===== config.mk =====
export PLATFORM = sky130hd
export DESIGN_NAME = imem_boot_loader
export DESIGN_NICKNAME = d
export VERILOG_FILES = /design/src/rtl/imem_boot_loader_pkg.sv /design/src/rtl/imem_watchdog_counter.sv /design/src/rtl/imem_boot_loader.sv
export SDC_FILE = /design/constraint.sdc
export NUM_CORES = 1
export LEC_CHECK = 0
export CORE_ASPECT_RATIO = 0.6
export CORE_UTILIZATION = 38
export DETAILED_ROUTE_END_ITERATION = 10
export HOLD_SLACK_MARGIN = 0.02
export PLACE_DENSITY = 0.82
export RECOVER_POWER = 100
export SYNTH_ARGS = -nofsm -noshare
export SYNTH_HDL_FRONTEND = slang
export SYNTH_SLANG_ARGS = --single-unit

===== constraint.sdc =====
create_clock -name clk -period 2.33 [get_ports clk]
set_clock_uncertainty 0.2 [all_clocks]
set_input_delay 0.233 -clock clk [delete_from_list [all_inputs] [get_ports clk]]
set_output_delay 0.233 -clock clk [all_outputs]
set_load 0.02 [all_outputs]

===== src/rtl/imem_boot_loader_pkg.sv =====
// Shared types and default sizing for the instruction-memory boot loader.
// Latency: n/a (types and constants only).
// Backpressure: n/a.
package imem_boot_loader_pkg;

  // Loader / run-supervisor states.
  typedef enum logic [2:0] {
    S_IDLE  = 3'd0,
    S_LOAD  = 3'd1,
    S_START = 3'd2,
    S_RUN   = 3'd3,
    S_DONE  = 3'd4,
    S_ERROR = 3'd5
  } state_e;

  localparam int INSTR_W = 32;

  // Defaults shared with the CPU instruction/data memory models.
  localparam int DEFAULT_DEPTH      = 512;
  localparam int DEFAULT_AW         = 9;
  localparam int DEFAULT_MAX_CYCLES = 300;

endpackage


===== src/rtl/imem_watchdog_counter.sv =====
// Loadable cycle counter with clear, load, enable and a terminal-count flag.
// Latency: count changes on the edge after clr/load/en; tc is combinational from the count.
// Backpressure: none; counts whenever en is high.
module imem_watchdog_counter #(
  parameter int W    = 9,
  parameter int TERM = 299
) (
  input  logic         clk,
  input  logic         rst,
  input  logic         clr,
  input  logic         load,
  input  logic [W-1:0] load_val,
  input  logic         en,
  output logic         tc
);

  localparam logic [W-1:0] TERM_V = W'(TERM);
  localparam logic [W-1:0] ONE    = W'(1);

  logic [W-1:0] cnt_q, cnt_d;

  // Next count: clear beats load, load beats increment.
  always_comb begin
    cnt_d = cnt_q;
    if (clr) begin
      cnt_d = '0;
    end else if (load) begin
      cnt_d = load_val;
    end else if (en) begin
      cnt_d = cnt_q + ONE;
    end
  end

  // Count register with synchronous reset.
  always_ff @(posedge clk) begin
    if (rst) begin
      cnt_q <= '0;
    end else begin
      cnt_q <= cnt_d;
    end
  end

  assign tc = (cnt_q == TERM_V);

endmodule


===== src/rtl/imem_boot_loader.sv =====
// Streams a program into instruction memory from word 0, then starts and supervises the CPU.
// Latency: beat-to-write combinational; last beat to cpu_start 1 cycle; cpu_finish to done 1 cycle.
// Backpressure: in_ready is high only in LOAD; every valid beat in LOAD is accepted and written.
module imem_boot_loader
  import imem_boot_loader_pkg::*;
#(
  parameter int DEPTH      = DEFAULT_DEPTH,
  parameter int AW         = DEFAULT_AW,
  parameter int MAX_CYCLES = DEFAULT_MAX_CYCLES
) (
  input  logic               clk,
  input  logic               rst,
  input  logic               start,
  input  logic               in_valid,
  output logic               in_ready,
  input  logic [INSTR_W-1:0] in_data,
  input  logic               in_last,
  output logic               mem_we,
  output logic [AW-1:0]      mem_addr,
  output logic [INSTR_W-1:0] mem_wdata,
  output logic               cpu_hold,
  output logic               cpu_start,
  input  logic               cpu_finish,
  output logic [AW:0]        loaded_words,
  output logic               done,
  output logic               overflow,
  output logic               timeout
);

  localparam int          CW        = $clog2(MAX_CYCLES + 1);
  localparam logic [AW:0] LAST_ADDR = (AW+1)'(DEPTH - 1);
  localparam logic [AW:0] WORD_ONE  = (AW+1)'(1);
  localparam logic [CW-1:0] NO_LOAD = '0;

  state_e      state_q, state_d;
  logic [AW:0] wcnt_q, wcnt_d;
  logic        done_q, done_d;
  logic        ovf_q, ovf_d;
  logic        tmo_q, tmo_d;
  logic        wd_clr, wd_en, wd_tc;

  // Run-time watchdog: cleared in START, counts every RUN cycle.
  imem_watchdog_counter #(
    .W    (CW),
    .TERM (MAX_CYCLES - 1)
  ) u_wdog (
    .clk      (clk),
    .rst      (rst),
    .clr      (wd_clr),
    .load     (1'b0),
    .load_val (NO_LOAD),
    .en       (wd_en),
    .tc       (wd_tc)
  );

  // Next-state, handshake and CPU control decode.
  always_comb begin
    state_d   = state_q;
    wcnt_d    = wcnt_q;
    done_d    = done_q;
    ovf_d     = ovf_q;
    tmo_d     = tmo_q;
    in_ready  = 1'b0;
    cpu_hold  = 1'b1;
    cpu_start = 1'b0;
    wd_clr    = 1'b0;
    wd_en     = 1'b0;

    unique case (state_q)
      S_IDLE, S_DONE, S_ERROR: begin
        if (start) begin
          state_d = S_LOAD;
          wcnt_d  = '0;
          done_d  = 1'b0;
          ovf_d   = 1'b0;
          tmo_d   = 1'b0;
        end
      end
      S_LOAD: begin
        in_ready = 1'b1;
        if (in_valid) begin
          wcnt_d = wcnt_q + WORD_ONE;
          if (in_last) begin
            state_d = S_START;
          end else if (wcnt_q == LAST_ADDR) begin
            // Memory is full and the stream wants more: the last word is
            // still written, then the load is abandoned.
            state_d = S_ERROR;
            ovf_d   = 1'b1;
          end
        end
      end
      S_START: begin
        cpu_hold  = 1'b0;
        cpu_start = 1'b1;
        wd_clr    = 1'b1;
        state_d   = S_RUN;
      end
      S_RUN: begin
        cpu_hold = 1'b0;
        wd_en    = 1'b1;
        // A finish in the watchdog's terminal cycle still counts as success.
        if (cpu_finish) begin
          state_d = S_DONE;
          done_d  = 1'b1;
        end else if (wd_tc) begin
          state_d = S_ERROR;
          tmo_d   = 1'b1;
        end
      end
      default: begin
        state_d = S_IDLE;
      end
    endcase
  end

  // State and status registers; reset wins over everything.
  always_ff @(posedge clk) begin
    if (rst) begin
      state_q <= S_IDLE;
      wcnt_q  <= '0;
      done_q  <= 1'b0;
      ovf_q   <= 1'b0;
      tmo_q   <= 1'b0;
    end else begin
      state_q <= state_d;
      wcnt_q  <= wcnt_d;
      done_q  <= done_d;
      ovf_q   <= ovf_d;
      tmo_q   <= tmo_d;
    end
  end

  // The word counter is one bit wider than the address so it never wraps;
  // it doubles as the loaded-word count.
  assign mem_we       = in_ready & in_valid;
  assign mem_addr     = wcnt_q[AW-1:0];
  assign mem_wdata    = in_data;
  assign loaded_words = wcnt_q;
  assign done         = done_q;
  assign overflow     = ovf_q;
  assign timeout      = tmo_q;

endmodule


[After elaboration in Yosys (flattened, before gate mapping)]
Index checks and enable logic that the tools add are counted.
Storage, ports and cells
  register bits after elaboration: 25
  latch bits: 0
  memory bits (writable): 0
  memory bits (read-only): 0
  input bits: 38
  output and inout port bits: 58
  logic and storage cells: 60
  memories kept: 0
Operators by class
  add/sub/neg operators: 2
  $mul: 0
  divide/modulo/power cells: 0
  order comparisons: 0
  equality and inequality tests: 16
  shifts and indexed selects: 0
  muxes and demuxes: 24
  bitwise gates (word level): 1
  reductions and logical operators: 11
Operator list (count)
  10-bit 2-to-1 mux: 2
  10-bit one-hot mux with 2 select lines: 1
  3-bit 2-to-1 mux: 6
  2-bit inequality test, second input constant: 6
  3-bit one-hot mux with 4 select lines: 1
  1-bit 2-to-1 mux: 11
  10-bit by 1-bit adder with 10-bit output, second input constant: 1
  10-bit by 9-bit == test with 1-bit output, second input constant: 1
  9-bit by 1-bit adder with 9-bit output, second input constant: 1
  9-bit == test, second input constant: 1
  4-bit AND reduction: 2
  3-bit by 2-bit == test with 1-bit output, second input constant: 2
  3-bit == test, second input constant: 2
  1-bit one-hot mux with 2 select lines: 3
  3-bit AND reduction: 2
  5-bit AND reduction: 1
  2-bit nonzero test: 2
  2-bit OR reduction: 2
  3-bit by 1-bit == test with 1-bit output, second input constant: 1
  3-bit zero test: 1
  3-bit by 2-bit inequality test with 1-bit output, second input constant: 1
  3-bit inequality test, second input constant: 1
  3-bit OR reduction: 1
  2-bit by 1-bit inequality test with 1-bit output, second input constant: 1
  1-bit AND: 1

[Logic depth before layout (Yosys ltp)]
Gate-level depths: netlist (run 1).
  depth after elaboration: 5
  gate-level depth with buffers: 6
  depth with buffers taken out: 5

[Modules after synthesis]
Synthesis (run 1) repeated with hierarchy kept, for this count alone.
Unflattened totals
  cell total of the unflattened synthesis: 200
  area, all modules: 1689.1 µm²
Modules (own cells, without submodules)
  imem_boot_loader: times used 1, cells each 137, area each 1158.6 µm², seq. area each 320.3 µm²
  imem_watchdog_counter: times used 1, cells each 63, area each 530.5 µm², seq. area each 180.2 µm²

[Worst setup path before layout (run 1)]
Ideal clock, no wire load.
  path type: reg2reg
  start point: reg wcnt_q[0] (netlist: loaded_words[0])
  end point: reg state_q[2]
  library setup time: 0.121 ns
  arrival: 1.640 ns
  data required time: 2.009 ns
  setup slack: 0.369 ns
  stages on the path, launching flop included: 6
  path buffers: 0
  clock period less this slack: 1.961 ns
  path through: dfxtp_1 -> ha_1 -> and4b_1 -> a31oi_1 -> a221o_1 -> mux2_4
On the way
  word-level cells in the longest chain between the ends: 3
RTL lines
  start: declaration: line imem_boot_loader.sv:36  | logic [AW:0] wcnt_q, wcnt_d;
  start signal: assignment: line imem_boot_loader.sv:127  | wcnt_q <= wcnt_d;
  10-bit by 9-bit == test with 1-bit output: line imem_boot_loader.sv:85  | end else if (wcnt_q == LAST_ADDR) begin
  3-bit inequality test (no source line)
  4-bit AND reduction (no source line)
  end signal: assignment: line imem_boot_loader.sv:126  | state_q <= state_d;
  end: declaration: line imem_boot_loader.sv:35  | state_e state_q, state_d;
Every way passes these cells.
A chain may end at the register's enable or synchronous reset.

[Worst setup path after layout (run 1)]
  start point: reg state_q[2]
  end point: out cpu_start
On the way
  word-level cells in the longest chain between the ends: 2
RTL lines
  3-bit by 2-bit == test with 1-bit output: line imem_boot_loader.sv:69  | unique case (state_q)
  1-bit 2-to-1 mux: line imem_boot_loader.sv:69
  end: declaration: line imem_boot_loader.sv:22  | output logic cpu_start,
Every way passes these cells.

==> summary.md, run 1 <==
| Metric | Value |
|---|---|
| Final setup viols | `0` |
| Top-count cell post-synth | `buf_4` |
| Share of cells above drive strength 1 | `5.98%` |
| Fmax | `462 MHz` |
| Largest net degree at the start of global routing | `17` |
| CP Cell Sequence | `buf_4, nand2b_1, nor2_1, dlygate4sd3_1` |
| Drt drc | `0` |
| Initial antenna violation count | `0` |
| Core area | `3870 µm²` |
| Complex-gate fraction of the synthesized area | `10.6%` |
| Clock share of power | `27.6%` |
| Nets@finish | `225` |
| Worst IR Drop VDD | `0.225 mV` |
| Combinational share of power | `24.0%` |
| Site row count | `17` |
| Crit path max-delay cell type | `dlygate4sd3_1` |
| Routability-driven placement congestion ratio | `0.848` |
| Worst path depth | `4` |
| Power Total | `0.934 mW` |
| Yosys top cell area share | `31.0%` |
| Hold Path Class | `in2out` |
| Routed vias | `1305` |
| YS warnings | `0` |
| FF+latch count, synth | `25` |
| Die area | `4520 µm²` |
| PortBufs | `31` |
| Switching share of power | `30.6%` |
| Critical Path AT | `1.73 ns` |
| Crit end category | `output port` |
| I/O pin count | `96` |
| Initial Utilization | `41.7%` |
| Slew HR | `67.1%` |
| Antenna Cells | `0` |
| Post-placement cell area | `1710 µm²` |
| Routed Antenna Nets | `0` |
| Hpwl dp | `2.57 mm` |
| First-pass GRT wire length | `5.18 mm` |
| Slew @ Worst Pin | `0.488 ns` |
| XOR/XNOR share of the synthesized area | `4.34%` |
| Synthesis-to-finish area growth | `7.13%` |
| Worst reg-to-reg path cell count | `5` |
| Hold path start | `in_data[11]` |
| Routed WL | `3.33 mm` |
| Post-synth top area cell | `dfxtp_1` |
| WP data required | `1.90 ns` |
| Mapped Avg Cell Area | `8.49 µm²` |
| Hold path cells | `0` |
| Post-synth top flop | `dfxtp_1` |
| Simple-gate area share of the yosys netlist | `24.8%` |
| EDFF count, synth | `0` |
| Final instance area | `1730 µm²` |
| Total Routing Usage GR | `14.9%` |
| Worst skew pair latency | `0.27 ns` |
| Initial DRT Pass Iterations | `4` |
| Worst Setup SP | `state_q[2]` |
| Non-Filler Instances | `241` |
| Syn Inst Count | `190` |
| Critical setup path kind | `reg2out` |
| Netlist cell types | `39` |
| Min cycle time layout | `2.16 ns` |
| Post-synth top cells | `buf_4 (41), dfxtp_1 (25), nor2_1 (13)` |
| Largest family of logic cells by synthesized area | `simple AND/OR/NAND/NOR gates` |
| Post-synthesis mux area share | `5.50%` |
| Clock tree from TritonCTS | `built` |
| Fin Hold WS | `0.266 ns` |
| PwrDens | `540 nW/µm²` |
| WP buf/inv | `2` |
| CP delay by family, top | `buffers and inverters` |
| Mean routed wirelength per cell | `13.8 µm` |
| Dpl cells | `237` |
| Average vias per placed instance | `5.41` |
| Starting DRT DRC Count | `86` |
| CP Max Fanout | `7` |
| Worst path max stage delay | `0.69 ns` |
| Net Switching | `0.285 mW` |
| Net Count, Synth | `230` |
| TritonCTS Sinks | `25` |
| Reg2reg start | `state_q[0]` |
| Post-Synth Adder-Cell Area | `1.55%` |
| Outcome | `completed` |
| Die H | `52.5 µm` |
| Max-cap violations | `0` |
| Critical Path Start Type | `flip-flop` |
| Sequential Power Share | `48.4%` |
| RSZ-0062 raised after global routing | `false` |
| Postcts setup bufs | `0` |
| H-tree depth | `1` |
| R2R Path End | `state_q[2]` |
| Maximum clock path buffer count | `2` |
| Netlist Area Pre-Place | `1610 µm²` |
| Fin. max-slew vios | `0` |
| R2R setup slack | `0.24 ns` |
| Leakage power | `0.658 nW` |
| Vias in the first global route | `997` |
| Num CTS Buffers | `3` |
| Congestion Overflow GR | `0` |
| CP endpoint | `cpu_start` |
| Clock root buffer | `clkbuf_8` |
| Synth area leaders | `dfxtp_1 (31%), buf_4 (19%), xor2_1 (4.3%)` |
| Sequential fraction of the synthesis area | `31.0%` |
| Final period util | `92.9%` |
| Post-synth ARST share | `0%` |
| Clock slew at the register clock pins of the worst setup and hold paths | `0.08 ns` |
| Int Pwr | `0.648 mW` |
| Hold Violations, Final | `0` |
| Die Width | `86.1 µm` |
| Sum Neg Setup Slack | `0 ns` |
[flip-flops by register name, summed over array words and instances, names as in the netlist]
name,flops
overflow,1
loaded_words,10
timeout,1
state_q,3
done,1
u_wdog.cnt_q,9
[cell usage in the layout, fill, tap and decap left out, types with 3 or more instances in the layout]
master           instances
a21oi_1                  8
buf_4                    6
clkbuf_1                 3
clkbuf_8                 3
clkdlybuf4s50_1          5
dfxtp_1                 25
dlygate4sd3_1           24
inv_1                    3
mux2i_1                  6
nand2_1                  9
nand2b_1                 8
nand3_1                  7
nand4_1                  8
nor2_1                  13
nor3_1                   3
nor4_1                   4
o21ai_0                  4
o31ai_1                  4
or4_1                    5
xor2_1                   8
[what timing repair did]
action                     in CTS  in global routing
setup endpoints to repair       1                  1
cloned                          0                  0
resized for setup               1                  1
hold buffers                    0                  0
[cells by family after synthesis]
family,after synthesis
and+or+nand+nor,70
AOI/OAI and AO/OA,25
DFF,25
muxes,8
xor gates and xnor gates,8
buffers and inverters,52
adders and majority gates,2
[worst min-delay path by stage]
stage	to
floorplan	loaded_words[0]
global placement	timeout
detailed placement	overflow
CTS	mem_wdata[13]
global route	mem_wdata[22]
finish	mem_wdata[11]
[routing by layer]
| metal | global-route usage, % | share of wire, % |
|---|---|---|
| met1 | 23.2 | 52 |
| met2 | 18.7 | 39 |
| met3 | 4.57 | 8.6 |
| met4 | 4.17 | 0.30 |
| met5 | 0 | 0 |
[per-stage QoR]
step	util [%]	worst slack [ns]
after CTS	45.3	0.0964
final	44.7	0.166
after detailed placement	44.2	0.146
after floorplan	-	0.369
after global routing	44.7	0.0923
after global placement	44.2	0.148
[cell type report]
cell class | count | area, µm²
well taps | 57 | 71.3
inverters | 3 | 11.3
multi-input cells | 113 | 744
flip-flops and latches | 25 | 500
clock buffers | 3 | 41.3
repair buffers | 39 | 355
clock inverters | 1 | 5.00
fillers | 374 | 2140
[worst register-to-register path: stages (launching register included)]
cell	delay, ns
dfxtp_1	0.33
clkbuf_1	0.27
or4b_1	0.47
a31oi_1	0.16
a221o_1	0.20
mux2_1	0.34
[power by group through the flow]
stage | Sequential (mW) | Clock [mW] | Combinational (mW)
floorplan | 0.467 | 0 | 0.232
global placement | 0.462 | 0 | 0.239
detailed placement | 0.462 | 0 | 0.241
CTS | 0.452 | 0.262 | 0.240
global route | 0.454 | 0.293 | 0.239
finish | 0.452 | 0.258 | 0.224
Power figures use the tool's default switching activity.
==> inputs of run 2 (changes only) <==
Settings changed: CORE_MARGIN from default to 10.
==> run 2 against run 1 <==
  * First-iteration DRC count increased by 7.0%
  * Sequential share of layout area shrank 0.074 points
  * Largest power group unchanged
  * Sequential cell count is the same
  * Fmax decreased by 2.1%
  * Via count fell by 1.1%
  * Wire length up 10%
  * Final cell count increased by 1.2%
  * Count of clock-buffer cells in the layout up 1
  * Non-clock buffer count is the same
  * Highest routed layer unchanged
==> summary.md, run 2 (synthesis gave the netlist of run 1 again) <==
| Metric | Value |
|---|---|
| RSZ-0062 raised after global routing | `false (unchanged)` |
| Worst path max stage delay | `0.64 ns (was 0.69 ns)` |
| Worst Hold Endpoint | `timeout (was mem_wdata[11])` |
| Total Routing Usage GR | `9.39% (was 14.9%)` |
| Share of cells above drive strength 1 | `6.52% (was 5.98%)` |
| I/O pin count | `96 (unchanged)` |
| CP Max Fanout | `4 (was 7)` |
| Die H | `70.5 µm (was 52.5 µm)` |
| PwrDens | `545 nW/µm² (was 540 nW/µm²)` |
| Clock slew at the register clock pins of the worst setup and hold paths | `0.08 ns (about the same)` |
| Clock tree from TritonCTS | `built (unchanged)` |
| Slew @ Worst Pin | `0.529 ns (was 0.488 ns)` |
| Mean routed wirelength per cell | `15.1 µm (was 13.8 µm)` |
| Clock root buffer | `clkbuf_8 (unchanged)` |
| Reg2reg start | `state_q[2] (was state_q[0])` |
| Synthesis-to-finish area growth | `7.67% (was 7.13%)` |
| Sum Neg Setup Slack | `0 ns (unchanged)` |
| Congestion Overflow GR | `0 (unchanged)` |
| Critical Path AT | `1.78 ns (was 1.73 ns)` |
| Die area | `7340 µm² (was 4520 µm²)` |
| Average vias per placed instance | `5.29 (was 5.41)` |
| Fmax | `453 MHz (was 462 MHz)` |
| Max reg flops | `10 (unchanged)` |
| FF+latch area | `502 µm² (was 500 µm²)` |
| Vias in the first global route | `1143 (was 997)` |
| Final setup viols | `0 (unchanged)` |
| Wire length on met2 | `1.61 mm (was 1.32 mm)` |
| Resized cells post-CTS | `0 (was 1)` |
| Hold path start | `timeout (was in_data[11])` |
| Final period util | `94.8% (was 92.9%)` |
| Site row count | `18 (was 17)` |
| Most common cell after layout, fill and taps aside | `dfxtp_1 (unchanged)` |
| Power Total | `0.948 mW (was 0.934 mW)` |
| Crit end category | `output port (unchanged)` |
| Routed Antenna Nets | `0 (unchanged)` |
| First-pass GRT wire length | `5.75 mm (was 5.18 mm)` |
| Maximum clock path buffer count | `2 (unchanged)` |
| Commonest non-fill, non-tap cells in the layout | `dfxtp_1 (24), dlygate4sd3_1 (23), nor2_1 (13) (was dfxtp_1 (25), dlygate4sd3_1 (24), nor2_1 (13))` |
| Min cycle time layout | `2.21 ns (was 2.16 ns)` |
| Worst reg-to-reg path cell count | `5 (unchanged)` |
| R2R Path End | `state_q[2] (unchanged)` |
| Routed vias | `1291 (was 1305)` |
| Num CTS Buffers | `3 (unchanged)` |
| Hold Violations, Final | `0 (unchanged)` |
| Worst skew pair latency | `0.27 ns (about the same)` |
| Antenna Cells | `0 (unchanged)` |
| Postcts setup bufs | `0 (unchanged)` |
| Initial antenna violation count | `0 (unchanged)` |
| Setup ws final | `0.120 ns (was 0.166 ns)` |
| Multi-input logic area | `744 µm² (unchanged)` |
| WP data required | `1.90 ns (about the same)` |
| Critical Path Start Type | `flip-flop (unchanged)` |
| Slew HR | `64.7% (was 67.1%)` |
| Drt drc | `0 (unchanged)` |
| Crit path max-delay cell type | `clkdlybuf4s50_1 (was dlygate4sd3_1)` |
| Met3 WL | `314 µm (was 286 µm)` |
| Hold Path Class | `reg2reg (was in2out)` |
| Initial Utilization | `39.4% (was 41.7%)` |
| Max-cap violations | `0 (unchanged)` |
| Fin. max-slew vios | `0 (unchanged)` |
| Post-layout util | `42.4% (was 44.7%)` |
| Nets@finish | `225 (unchanged)` |
| TritonCTS Sinks | `25 (unchanged)` |
| Core area | `4100 µm² (was 3870 µm²)` |
| H-tree depth | `1 (unchanged)` |
| PortBufs | `31 (unchanged)` |
| Largest net degree at the start of global routing | `17 (unchanged)` |
| Initial DRT Pass Iterations | `4 (unchanged)` |
| Critical setup path kind | `reg2out (unchanged)` |
| Fillers | `423 (was 374)` |
| Leakage power | `0.651 nW (was 0.658 nW)` |
| Routed WL | `3.68 mm (was 3.33 mm)` |
| Hold path cells | `2 (was 0)` |
| Starting DRT DRC Count | `92 (was 86)` |
| Die Width | `104 µm (was 86.1 µm)` |
| Hold bufs inserted after CTS | `0 (unchanged)` |
| Worst IR Drop VDD | `0.228 mV (was 0.225 mV)` |
| Hpwl dp | `2.77 mm (was 2.57 mm)` |
| R2R setup slack | `0.27 ns (was 0.24 ns)` |
| Routability-driven placement congestion ratio | `0.882 (was 0.848)` |
| Outcome | `completed (unchanged)` |
| CP Cell Sequence | `nand2b_1, buf_4, nor2_1, clkdlybuf4s50_1 (was buf_4, nand2b_1, nor2_1, dlygate4sd3_1)` |
| Fin Hold WS | `0.260 ns (was 0.266 ns)` |
| Met1 WL | `1.72 mm (unchanged)` |
| Pre-CTS WS | `0.131 ns (was 0.146 ns)` |
| Top layer in use | `met4 (unchanged)` |
-- run 2: stage by stage --
step / cells / cell area, µm²
after floorplan: 190 / 1610
after global placement: 240 / 1710
after detailed placement: 240 / 1710
after CTS: 244 / 1760
after global routing: 244 / 1740
final: 244 / 1740
-- run 2: cell type report --
cell class,instances,share of cell area [%]
Inverter,3,0.648
Timing Repair Buffer,39,20.7
Tap cell,60,4.32
Multi-Input combinational cell,113,42.8
Sequential cell,25,28.9
Clock buffer,4,2.59
-- run 2: worst max-delay path by stage --
stage                 end       startpoint  slack, ns  depth (start not counted)
6_report         in_ready       state_q[2]       0.12                          4
5_1_grt         cpu_start       state_q[2]       0.06                          4
3_5_place_dp   state_q[2]          in_last       0.13                          5
2_1_floorplan  state_q[2]  loaded_words[0]       0.37                          5
4_1_cts            mem_we       state_q[2]       0.01                          4
3_3_place_gp       mem_we         in_valid       0.18                          4
-- run 2: where the power goes --
group / internal, mW / switching, mW
registers: 0.439 / 0.0165
clock network: 0.122 / 0.130
logic: 0.102 / 0.137
-- run 2: routing by layer --
| layer | vias up | global-route usage (%) |
|---|---|---|
| met5 | - | 0 |
| met4 | 0 | 2.46 |
| met3 | 4 | 3.66 |
| met2 | 53 | 13.6 |
| met1 | 610 | 12.6 |
| li1 | 624 | - |
-- run 2: worst max-delay path: cells and delay by family, from the launching register on --
family	cells	cell delay, ns
flops	1	0.31
buf+inv	2	0.83
simple gates	2	0.37
